### config.mk
export PLATFORM = sky130hd
export DESIGN_NAME = latch_wr_sched
export DESIGN_NICKNAME = d
export VERILOG_FILES = /design/src/rtl/latch_wr_sched_pkg.sv /design/src/rtl/latch_wr_sched_rr_arbiter.sv /design/src/rtl/latch_wr_sched.sv
export SDC_FILE = /design/constraint.sdc
export NUM_CORES = 1
export LEC_CHECK = 0
export ABC_AREA = 0
export CAP_MARGIN = 20
export CORE_ASPECT_RATIO = 0.7
export CORE_MARGIN = 5
export CORE_UTILIZATION = 38
export CTS_CLUSTER_SIZE = 10
export DETAILED_ROUTE_END_ITERATION = 16
export HOLD_SLACK_MARGIN = 0.06
export PLACE_DENSITY = 0.85
export SLEW_MARGIN = 20
export SYNTH_ARGS = -nofsm -noshare
export SYNTH_HDL_FRONTEND = slang
export SYNTH_HIERARCHICAL = 1
export SYNTH_SLANG_ARGS = --single-unit
### constraint.sdc
create_clock -name clk_i -period 1.5 [get_ports clk_i]
set_input_delay 0.15 -clock clk_i [delete_from_list [all_inputs] [get_ports clk_i]]
set_output_delay 0.15 -clock clk_i [all_outputs]
set_load 0.05 [all_outputs]
### src/rtl/latch_wr_sched_pkg.sv
// Shared types and sizing helpers for the latch write scheduler.
package latch_sched_pkg;

  typedef enum logic [1:0] {
    ST_IDLE  = 2'd0,
    ST_SETUP = 2'd1,
    ST_OPEN  = 2'd2,
    ST_HOLD  = 2'd3
  } state_t;

  function automatic int cnt_width(input int open_cycles);
    return (open_cycles < 1) ? 1 : $clog2(open_cycles + 1);
  endfunction

  function automatic int ptr_width(input int num_req);
    return (num_req > 1) ? $clog2(num_req) : 1;
  endfunction

endpackage

### src/rtl/latch_wr_sched_rr_arbiter.sv
// Combinational one-hot arbiter: round-robin from ptr_i when LATCH_SCHED_RR_EN
// is defined, otherwise fixed priority (lowest index wins, no pointer port).
module rr_arbiter
  import latch_sched_pkg::*;
#(
  parameter int NUM_REQ = 4
) (
  input  logic [NUM_REQ-1:0]             req_i,
`ifdef LATCH_SCHED_RR_EN
  input  logic [ptr_width(NUM_REQ)-1:0]  ptr_i,
`endif
  output logic [NUM_REQ-1:0]             gnt_o
);

  logic found;

`ifdef LATCH_SCHED_RR_EN
  // Offset i is the distance from the pointer; the first set requester wins.
  always_comb begin
    gnt_o = '0;
    found = 1'b0;
    for (int i = 0; i < NUM_REQ; i++) begin
      for (int j = 0; j < NUM_REQ; j++) begin
        if (!found && req_i[j] && (((int'(ptr_i) + i) % NUM_REQ) == j)) begin
          gnt_o[j] = 1'b1;
          found    = 1'b1;
        end
      end
    end
  end
`else
  always_comb begin
    gnt_o = '0;
    found = 1'b0;
    for (int j = 0; j < NUM_REQ; j++) begin
      if (!found && req_i[j]) begin
        gnt_o[j] = 1'b1;
        found    = 1'b1;
      end
    end
  end
`endif

endmodule

### src/rtl/latch_wr_sched.sv
// Write scheduler for a shared transparent-latch bank: arbitrate, capture data,
// then sequence the gate SETUP -> OPEN -> HOLD. Optional macro: LATCH_SCHED_RR_EN.
module latch_wr_sched
  import latch_sched_pkg::*;
#(
  parameter int NUM_REQ     = 4,
  parameter int DATA_W      = 8,
  parameter int OPEN_CYCLES = 2
) (
  input  logic                      clk_i,
  input  logic                      rst_i,
  input  logic [NUM_REQ-1:0]        req_i,
  input  logic [NUM_REQ*DATA_W-1:0] data_i,
  output logic [NUM_REQ-1:0]        gnt_o,
  output logic [NUM_REQ-1:0]        done_o,
  output logic                      latch_en_o,
  output logic [DATA_W-1:0]         latch_d_o,
  output logic                      busy_o
);

  localparam int CNT_W = cnt_width(OPEN_CYCLES);
  localparam int PTR_W = ptr_width(NUM_REQ);

  state_t             state_q, state_d;
  logic [CNT_W-1:0]   cnt_q, cnt_d;
  logic [NUM_REQ-1:0] gnt_q, gnt_d;
  logic [NUM_REQ-1:0] done_q, done_d;
  logic               latch_en_q, latch_en_d;
  logic [DATA_W-1:0]  latch_d_q, latch_d_d;
  logic               busy_q, busy_d;
  logic [NUM_REQ-1:0] arb_gnt;

`ifdef LATCH_SCHED_RR_EN
  logic [PTR_W-1:0]   ptr_q, ptr_d;
`endif

  rr_arbiter #(
    .NUM_REQ (NUM_REQ)
  ) u_arb (
    .req_i   (req_i),
`ifdef LATCH_SCHED_RR_EN
    .ptr_i   (ptr_q),
`endif
    .gnt_o   (arb_gnt)
  );

  always_comb begin
    state_d   = state_q;
    cnt_d     = cnt_q;
    gnt_d     = gnt_q;
    latch_d_d = latch_d_q;
    case (state_q)
      ST_IDLE: begin
        if (|req_i) begin
          state_d = ST_SETUP;
          gnt_d   = arb_gnt;
          for (int k = 0; k < NUM_REQ; k++) begin
            if (arb_gnt[k]) latch_d_d = data_i[k*DATA_W +: DATA_W];
          end
        end
      end
      ST_SETUP: begin
        state_d = ST_OPEN;
        cnt_d   = CNT_W'(OPEN_CYCLES - 1);
      end
      ST_OPEN: begin
        if (cnt_q == '0) state_d = ST_HOLD;
        else             cnt_d   = cnt_q - CNT_W'(1);
      end
      ST_HOLD: begin
        state_d = ST_IDLE;
        gnt_d   = '0;
      end
      default: state_d = ST_IDLE;
    endcase

    // Outputs are registered versions of what the next state implies.
    latch_en_d = (state_d == ST_OPEN);
    busy_d     = (state_d != ST_IDLE);
    done_d     = (state_d == ST_HOLD) ? gnt_d : '0;
  end

  always_ff @(posedge clk_i or posedge rst_i) begin
    if (rst_i) begin
      state_q    <= ST_IDLE;
      cnt_q      <= '0;
      gnt_q      <= '0;
      done_q     <= '0;
      latch_en_q <= 1'b0;
      latch_d_q  <= '0;
      busy_q     <= 1'b0;
    end else begin
      state_q    <= state_d;
      cnt_q      <= cnt_d;
      gnt_q      <= gnt_d;
      done_q     <= done_d;
      latch_en_q <= latch_en_d;
      latch_d_q  <= latch_d_d;
      busy_q     <= busy_d;
    end
  end

`ifdef LATCH_SCHED_RR_EN
  // Pointer advances past the winner only when a grant is actually issued.
  always_comb begin
    ptr_d = ptr_q;
    if (state_q == ST_IDLE && (|req_i)) begin
      for (int k = 0; k < NUM_REQ; k++) begin
        if (arb_gnt[k]) ptr_d = PTR_W'((k + 1) % NUM_REQ);
      end
    end
  end

  always_ff @(posedge clk_i or posedge rst_i) begin
    if (rst_i) ptr_q <= '0;
    else       ptr_q <= ptr_d;
  end
`endif

  assign gnt_o      = gnt_q;
  assign done_o     = done_q;
  assign latch_en_o = latch_en_q;
  assign latch_d_o  = latch_d_q;
  assign busy_o     = busy_q;

endmodule

After elaboration in Yosys (flattened, before gate mapping)
Index checks and enable logic that the tools add are counted.

$add $sub $neg: 1. Equal/unequal tests: 6. Multiplexer cells: 18. Reductions and logical operators: 14.

Operator list (number): $mux 8 (4); $eq 2x2->1 const B (4); $mux 4 (2); $pmux 2 s4 (1); $pmux 4 s2 (1); $mux 1 (6); $mux 2 (3); $logic_not 2->1 (2); $pmux 2 s2 (1); $reduce_bool 2->1 (2); $reduce_bool 4->1 (1); $reduce_or 4->1 (1); $logic_and 1x1->1 (3); $logic_not 1->1 (3); $reduce_and 3->1 (1); $eq 2x1->1 const B (1); $ne 2x2->1 const B (1); $reduce_and 2->1 (1); $sub 2x1->2 const B (1).

Flip-flop bits (word level): 22. Input bits: 38.

Longest topological paths before layout
Word-level depth: 13. Depth in mapped cells: 6. Mapped depth without buffers: 5.

Modules after synthesis
Netlist, hierarchy kept.

Modules (own cells, without submodules): latch_wr_sched (times used 1, cells an instance 114, area each 1244.9 µm², sequential area each 550.5 µm²); rr_arbiter (times used 1, cells an instance 4, area each 36.3 µm², sequential area each 0.0 µm²).

Least setup slack after synthesis
OpenSTA, ideal clock, no wires.

Kind: input port to flip-flop. From: input req_i[1]. To: register latch_d_q[0] (netlist: latch_d_o[0]). Setup time: 125 ps. Data arrival time: 1501 ps. Required time: 1375 ps. Path slack: -126 ps. Cell stages on the path: 6. Path through: nor2b_1 -> buf_6 -> or4_1 -> and3_4 -> buf_6 -> mux2_4.

Cells in the longest elaborated chain, start to end: 10. Elaborated cells on any way between the ends: 16. Those cells by class: 8 x mux; 8 x reduce/logical.

Ends and longest elaborated chain: start, declared (RTL line latch_wr_sched.sv:12) `input logic [NUM_REQ-1:0] req_i,`; $logic_and 1x1->1 (RTL line latch_wr_sched_rr_arbiter.sv:36) `if (!found && req_i[j]) begin`; $mux 1 (RTL line latch_wr_sched_rr_arbiter.sv:36); $logic_not 1->1 (RTL line latch_wr_sched_rr_arbiter.sv:36); $logic_and 1x1->1 (RTL line latch_wr_sched_rr_arbiter.sv:36); $mux 1 (RTL line latch_wr_sched_rr_arbiter.sv:36); $logic_not 1->1 (RTL line latch_wr_sched_rr_arbiter.sv:36); $logic_and 1x1->1 (RTL line latch_wr_sched_rr_arbiter.sv:36); $mux 1 (RTL line latch_wr_sched_rr_arbiter.sv:36); $reduce_bool 4->1 (no line); $reduce_and 3->1 (no line); end signal, assigned (RTL line latch_wr_sched.sv:98) `latch_d_q <= latch_d_d;`; end, declared (RTL line latch_wr_sched.sv:29) `logic [DATA_W-1:0] latch_d_q, latch_d_d;`.

Parallel ways exist; a longest one is shown, timed or not. A chain may end at the register's enable or synchronous reset.

Final worst setup path
From: input req_i[2]. To: register latch_d_q[1] (netlist: latch_d_o[1]).

Elaborated cells on any way between the ends: 11. Those cells by class: 5 x mux; 6 x reduce/logical.

RTL lines: $logic_and 1x1->1 * (RTL line latch_wr_sched_rr_arbiter.sv:36); $mux 1 * (RTL line latch_wr_sched_rr_arbiter.sv:36); named net arb_gnt[2] (RTL line latch_wr_sched.sv:31) `logic [NUM_REQ-1:0] arb_gnt;`; $reduce_bool 4->1 (no line) or $mux 8 (tied branches); $reduce_and 3->1 (no line) or $mux 8 (tied branches).

The timed path passes the listed nets; every way through them passes the cells marked *.

==> metrics.md <==
| Metric | Value |
|---|---|
| Ant diodes | `0` |
| DIE AREA | `between 4000 and 5000 sq um` |
| Share of cells above drive strength 1 | `0.271` |
| Setup Skew | `0.00582 ns` |
| Max Slew Vio Count | `0` |
| FP Rows | `17` |
| Crit path time final | `1.45 ns` |
| Fin crit share | `0.964` |
| Synth top area share | `0.430` |
| Yosys warning count | `6` |
| Outcome | `completed` |
| Place WS | `-0.600 ns` |
| Average cell area after synthesis | `10.9 sq um` |
| Die X | `79.4 um` |
| Hold-fix buffers, CTS | `0` |
| Die height | `58.6 um` |
| Worst Setup End Kind | `flip-flop` |
| Kind of critical path | `input pin to flip-flop` |
| Final worst slack | `0.0534 ns` |
| Yosys reg bits | `22` |
| CTS sink cnt | `22` |
| Mapped Cells | `118` |
| Core area | `approximately 3200 sq um` |
| Post-route cell area | `1940 sq um` |
| Post-Place Cell Area | `1860 sq um` |
| Skew-Pair Late Insertion Delay | `~0.26 ns` |
| Post-synthesis async set-or-reset flop share | `1.00` |
| Placer Congestion | `0.805` |
| Maxcap violations | `0` |
| Largest area contributor in the netlist | `dfrtp_1` |
| Final setup violation count | `0` |
| Synth cell types | `24` |
| First-pass GRT wire length | `5640 um` |
| DPL Wire Length | `2720 um` |
| Total number of vias | `about 1,100` |
| Clock buffer depth | `2` |
| Initial core utilization | `0.402` |
| CP Launch Point | `req_i[2]` |
| CTS Buf Count | `3` |
| Syn nets | `160` |
| Synth area leaders | `dfrtp_1 (43%), mux2i_1 (10%), mux2_4 (9.4%)` |
| Commonest cells in the netlist | `dfrtp_1 (22), inv_1 (22), mux2i_1 (13), mux2_4 (8), nor2b_1 (8)` |
| Tightest Hold Check Type | `input pin to async pin` |
| Routed WL per cell | `16.1 um` |
| Drt initial violations | `between 60 and 70` |
| Slew margin rel. | `0.772` |
| Finished Core Util | `0.608` |
| Io pins | `56` |
| Main flop type after synthesis | `dfrtp_1` |
| RSZ-0062 raised after global routing | `no` |
| Remaining Overflow, GRT | `0` |
| Via density | `5.13` |
| CP required | `1.65 ns` |
| Final net count | `around 220` |
| Final hold viol count | `0` |
| 1st-pass router iterations | `4` |
| CP startpoint kind | `input pin` |
| CP max FO | `8` |
| Reg clk slew, reported paths | `0.08 ns` |
| Max Clk Rate | `691 MHz` |
| Synth-to-layout area growth | `51.4%` |
| # DRC | `0` |
| H-Tree Depth | `1` |
| Number of synthesized flops with an enable pin | `0` |
| Power density cells | `1770 nW/um^2` |
| Reg2reg start | `state_q[1]` |
| Register area share after synthesis | `0.430` |
| Slew at the pin closest to its max-slew limit | `between 0.3 and 0.4 ns` |
| Final antenna-violating net count | `0` |
| PortBufs | `55` |
| Leakage | `about 0.00096 uW` |
| CP arrival | `approximately 1.6 ns` |
| Total GRT Usage | `0.157` |
| Largest net degree at the start of global routing | `23` |
| Final wirelength | `3530 um` |
| Vias in the first global route | `1,179` |
| Synth Cell Area | `between 1000 and 1500 sq um` |
| Root buf cell | `clkbuf_8` |
| CTS tree | `done` |
| Initial antenna violation count | `0` |
| Peak VDD IR | `0.938 mV` |
| Final Total Pwr | `3440 uW` |
[stage by stage]
step | std cells | hold slack [ns] | TNS [ns]
3_5_place_dp | 213 | 0.498 | -8.85
3_3_place_gp | 213 | 0.486 | -7.74
4_1_cts | 219 | 0.225 | 0
6_report | 219 | 0.228 | 0
2_1_floorplan | 118 | 0.139 | -0.196
5_1_grt | 219 | 0.288 | 0
[critical path: stages]
cell	delay, ns
clkdlybuf4s15_1	0.22
nor3b_4	0.17
or4_1	0.51
and3_4	0.22
mux2_4	0.31
[area by class of cell]
class / count / area (sq um)
tap: 38 / 47.5
fill: 267 / 1250
clock buffer: 4 / 55.1
multi-input combinational: 68 / 634
inverter: 22 / 82.6
sequential: 22 / 551
timing repair buffer: 65 / 569
[cells by family after synthesis]
| logic type | Yosys count | share of synthesized area |
|---|---|---|
| adder cells (fa/ha/maj) | 4 | 0.0391 |
| multiplexers | 21 | 0.195 |
| AO/OA/AOI/OAI | 20 | 0.113 |
| buffers and inverters | 28 | 0.103 |
| AND/OR/NAND/NOR | 23 | 0.120 |
| flip-flops | 22 | 0.430 |
[worst paths after layout]
kind	end	slack (ns)	cells after the start
max	latch_d_o[1]	0.05	5
min	busy_o	0.23	3
max reg2reg	latch_d_o[1]	0.08	4
min reg2reg	cnt_q[1]	0.52	1
max in group asynchronous	latch_d_o[1]	1.04	3
min in group clk_i	gnt_o[0]	0.43	4
[report_power, final]
group | switching, uW | internal, uW | leakage [uW]
registers | 133 | 827 | 0.000274
clock network | 191 | 234 | 0.0000288
logic | 1210 | 841 | 0.000656
total | 1540 | 1900 | 0.000959
[metal layers]
layer | global-route usage | vias to the layer above | wire [um]
met5 | 0 | - | 0
met4 | 0.0539 | 0 | 61
met3 | 0.0505 | 7 | 362
met2 | 0.255 | 54 | 1580
met1 | 0.199 | 530 | 1530
li1 | - | 532 | -
[layout by cell type (no fill, tap or decap), types with 2 or more instances in the layout]
cell and n:
o21ai_1 5, nor2b_1 8, inv_1 22, mux2_4 8
nor3b_1 2, a21oi_1 5, a222oi_1 6, mux2i_1 13
dfrtp_1 22, nand2_1 5, clkdlybuf4s50_1 33, ha_1 3
a221oi_1 2, buf_4 28, clkbuf_8 4, clkbuf_2 2
[what timing repair did]
action | 4_1_cts | 5_1_grt
setup endpoints to repair | 16 | 12
pin swaps | 1 | 3
setup buffers | 2 | 0
gates resized for setup | 9 | 4
[flip-flops by register name, indices dropped and copies added, names as in the netlist]
| register | cells |
|---|---|
| cnt_q | 2 |
| gnt_o | 4 |
| done_o | 4 |
| latch_en_o | 1 |
| busy_o | 1 |
| latch_d_o | 8 |
| state_q | 2 |
(Power assumes the default switching activity.)
==> RTL change 1 (config.mk and constraints unchanged) <==
The option `LATCH_SCHED_RR_EN` is turned on by a define.
--- a/src/rtl/latch_wr_sched_rr_arbiter.sv
+++ b/src/rtl/latch_wr_sched_rr_arbiter.sv
@@ -1,4 +1,6 @@
 // Combinational one-hot arbiter: round-robin from ptr_i when LATCH_SCHED_RR_EN
 // is defined, otherwise fixed priority (lowest index wins, no pointer port).
+`define LATCH_SCHED_RR_EN
+
 module rr_arbiter
   import latch_sched_pkg::*;
Check against the original RTL: no difference found for any inputs over 4 cycles, from zero or initial values and one cycle with rst_i high; that may be too few to reach the edited logic, so the function may still have changed.
==> RTL change 1 against the unedited design <==
The flow now finishes with violations (negative setup slack); synthesized cell count is 19% higher; critical endpoint is now latch_d_o[4]$_DFFE_PP0P_; first-iteration DRC count increased by 57%; setup slack worse by 0.40 ns; sequential power is 15% higher; routed wire length grew 22%; count of clock-buffer cells in the layout did not move; critical path type is now flop to flop; combinational power increased by 65%; design area up 25%; total power up 42%; largest cell class unchanged; synthesized area increased by 11%; non-clock buffer count grew 22; sequential cell count increased by 2.
==> RTL change 1: results (changes against the unedited design) <==
Setup CP Type: flop to flop
final setup violation count: 11 (+11)
Filler Cells Inserted: 279 (+4.5%)
CP arrival: 2.00 ns (+0.40 ns)
clock skew: 0.00332 ns (-0.00250 ns)
Post-Route Setup TNS: -3.17 ns (-3.17 ns)
M2 GR Usage: 0.272 (+0.0163)
Leakage Power: 1.11 nW (+16%)
Worst path max stage delay: 0.45 ns (-0.06 ns)
Worst Slack Setup Final: -0.344 ns (-0.397 ns)
WL final: 4.31 mm (+22%)
wire length per cell: 15.4 um (-4.6%)
Post-Syn Area per Cell: 10.1 um2 (-7.2%)
CP Max Fanout: 5 (-3)
mean number of vias per cell: 5.17 (+0.85%)
syn_nets: 183 (+14%)
post-CTS sizing: 12 (+3)
grt met1 use: 0.196 (-0.00333)
layout cells sized above 1: 0.387 (+0.116)
Crit. Startpoint: ptr_q[0]$_DFFE_PP0P_
Place WS: -0.602 ns (-0.00214 ns)
worst hold margin: 0.208 ns (-0.0201 ns)
Comb group: 3.38 mW (+65%)
post-DP HPWL: 2.98 mm (+9.7%)
failing checks: negative setup slack
# Post-CTS Setup Buffers: 3 (+1)
peak supply drop: 1.16 mV (+23%)
placed insts: 266 (+25%)
most frequent cells after synthesis: 27 x inv_1, 24 x dfrtp_1, 9 x mux2i_1
Int Pwr: 2.59 mW (+36%)
total track usage: 0.161 (+0.00406)
met3 GRT Util: 0.0628 (+0.0124)
H-tree depth: 1 (unchanged)
RR Startpoint: ptr_q[0]$_DFFE_PP0P_
largest net degree at the start of global routing: 25 (+8.7%)
Final Total Pwr: 4.88 mW (+42%)
Clk pwr share: 0.083 (-0.041)
reg2reg end: latch_d_o[4]$_DFFE_PP0P_
Final GP Congestion: 0.789 (-2.0%)
iteration-0 DRC count of the detailed router: 102 (+57%)
Netlist cell types: 35 (+46%)
r2r worst-path depth: 7 (+3)
slowest stage cell, crit path: dfrtp_2
placed inst area: 2170 um2 (+17%)
largest cells by area after synthesis: dfrtp_1 42%, inv_1 7.1%, mux2i_1 6.3%, mux2_2 6.3%, a222oi_1 4.9%
status: complete, but fails checks
first-pass GRT wire length: 6.57 mm (+16%)
DR pass1 iterations: 5 (+1)
sequential fraction of the synthesis area: 0.423 (-0.00715)
[RTL change 1: worst reg2reg max path: stages (launching register included)]
cell     delay, ns
dfrtp_2       0.45
buf_4         0.16
buf_4         0.15
nor2_2        0.07
o31a_1        0.24
nor2_4        0.08
a21oi_4       0.27
mux2_4        0.33
[RTL change 1: logic make-up after synthesis]
kind of cell | after synthesis | share of synthesized area
compound gates | 35 | 0.217
buf+inv | 31 | 0.0854
simple gates | 30 | 0.114
flops | 24 | 0.423
mux | 17 | 0.127
fa+ha+maj | 4 | 0.0352
[RTL change 1: final cells by class]
cell class / count / area [um2] / area share
clock buffers: 4 / 45.0 / 0.0186
inverters: 28 / 105 / 0.0433
multi-input cells: 87 / 842 / 0.347
flip-flops and latches: 24 / 603 / 0.249
well taps: 50 / 62.6 / 0.0258
repair buffers: 87 / 768 / 0.317
[RTL change 1: per-layer routing]
layer  vias to the layer above  part of all wire
met5                         -                 0
met4                         0            0.0026
met3                         2              0.10
met2                        72              0.48
met1                       688              0.41
li1                        686                 -
==> RTL change 2 (same settings) <==
Without the edit above. The 4 states of `state_t` get a Gray code encoding in 2 bits.
--- a/src/rtl/latch_wr_sched_pkg.sv
+++ b/src/rtl/latch_wr_sched_pkg.sv
@@ -3,8 +3,8 @@
 
   typedef enum logic [1:0] {
-    ST_IDLE  = 2'd0,
-    ST_SETUP = 2'd1,
-    ST_OPEN  = 2'd2,
-    ST_HOLD  = 2'd3
+    ST_IDLE  = 2'b00,
+    ST_SETUP = 2'b01,
+    ST_OPEN  = 2'b11,
+    ST_HOLD  = 2'b10
   } state_t;
 
Function: same outputs for any inputs over 10 cycles, from zero or initial values and one cycle with rst_i high; not proved beyond that.
==> RTL change 2 against the unedited design <==
Count of clock-buffer cells in the layout fell by 1; non-clock buffer count rose by 1; die area fell by 6.7%; routed wire length fell by 2.8%; setup slack improved by 0.0019 ns; sequential power fell by 0.4%; total power fell by 13%; synthesized area fell by 7.8%; design area fell by 4.2%; sequential cell count did not move; largest cell class unchanged.
==> RTL change 2: results (changes against the unedited design) <==
layout cells sized above 1: 0.276 (+0.00514)
Leakage Power: 0.859 nW (-10%)
Comb group: 1.70 mW (-17%)
internal reg-to-reg setup slack: 0.06 ns (-0.02 ns)
Synth Area in Compound Gates: 0.115 (+0.00218)
cells after synthesis: 114 (-3.4%)
peak supply drop: 1.61 mV (+72%)
Netlist cell types: 25 (+4.2%)
met3 GRT Util: 0.0351 (-0.0153)
pwr/cell area: 1620 nW/um2 (-8.8%)
grt met1 use: 0.202 (+0.00272)
most frequent cells after synthesis: 24 x nand2_1, 22 x dfrtp_1, 12 x mux2i_1
post-DP HPWL: 2.71 mm (-0.20%)
CP arrival: 1.58 ns (-0.02 ns)
Finished Layout Cells: 210 (-4.1%)
largest cells by area after synthesis: dfrtp_1 47%, mux2i_1 10%, nand2_1 7.6%, o221ai_1 5.9%, mux2_2 5.7%
Routed met3 length: 169 um (-53%)
placed inst area: 1780 um2 (-4.0%)
vias in the first global route: 1130 (-4.2%)
multiplexer share of the synthesized area: 0.178 (-0.0173)
first-pass GRT wire length: 5.69 mm (+0.85%)
Final GP Congestion: 0.766 (-4.8%)
CP endpoint: latch_d_o[7]$_DFFE_PP0P_
sequential fraction of the synthesis area: 0.466 (+0.0364)
M2 GR Usage: 0.289 (+0.0336)
Synth Area in Adders: 0.0106 (-0.0285)
total track usage: 0.162 (+0.00490)
wl on met1: 1.46 mm (-4.4%)
placed insts: 207 (-2.8%)
worst hold margin: 0.224 ns (-0.00329 ns)
total number of yosys warnings: 6 (unchanged)
layout net count: 215 (-4.0%)
wire length per cell: 16.3 um (+1.3%)
metal2 WL: 1.77 mm (+12%)
iteration-0 DRC count of the detailed router: 41 (-37%)
syn_nets: 153 (-4.4%)
vias: 1065 (-5.2%)
seq pwr: 0.956 mW (-0.4%)
sw frac: 0.448 (+0.00150)
Slew HR: 0.791 (+0.0194)
Setup CP Type: flop to flop
Place WS: -0.526 ns (+0.0738 ns)
fin crit share: 0.963 (-0.00126)
clock skew: 0.00909 ns (+0.00327 ns)
status: finished clean
## RTL change 2: cell count changes in the layout (fill, tap and decap cells not counted), moves of 5 or more
cell / unedited run / this run
a222oi_1: 6 / 0
nand2_1: 5 / 24
o21ai_0: 0 / 5
o221ai_1: 0 / 7
o21ai_1: 5 / 0
inv_1: 22 / 4
## RTL change 2: final cells by class
| type | count | area [um2] | area share |
|---|---|---|---|
| inverters | 4 | 15.0 | 0.00808 |
| well taps | 36 | 45.0 | 0.0242 |
| flip-flops and latches | 22 | 551 | 0.296 |
| clock buffers | 3 | 41.3 | 0.0222 |
| multi-input cells | 79 | 617 | 0.332 |
| repair buffers | 66 | 589 | 0.317 |
## RTL change 2: critical path, stage by stage, from the launching register on
cell and delay (ns):
dfrtp_1 0.39, nor2_1 0.28, o311ai_4 0.17, buf_12 0.17, mux2_1 0.31
## RTL change 2: repair_timing
item | CTS | global route
cloned | 0 | 0
gates resized for setup | 13 | 6
setup buffers | 2 | 0
pin swaps | 3 | 3
setup endpoints to repair | 12 | 8
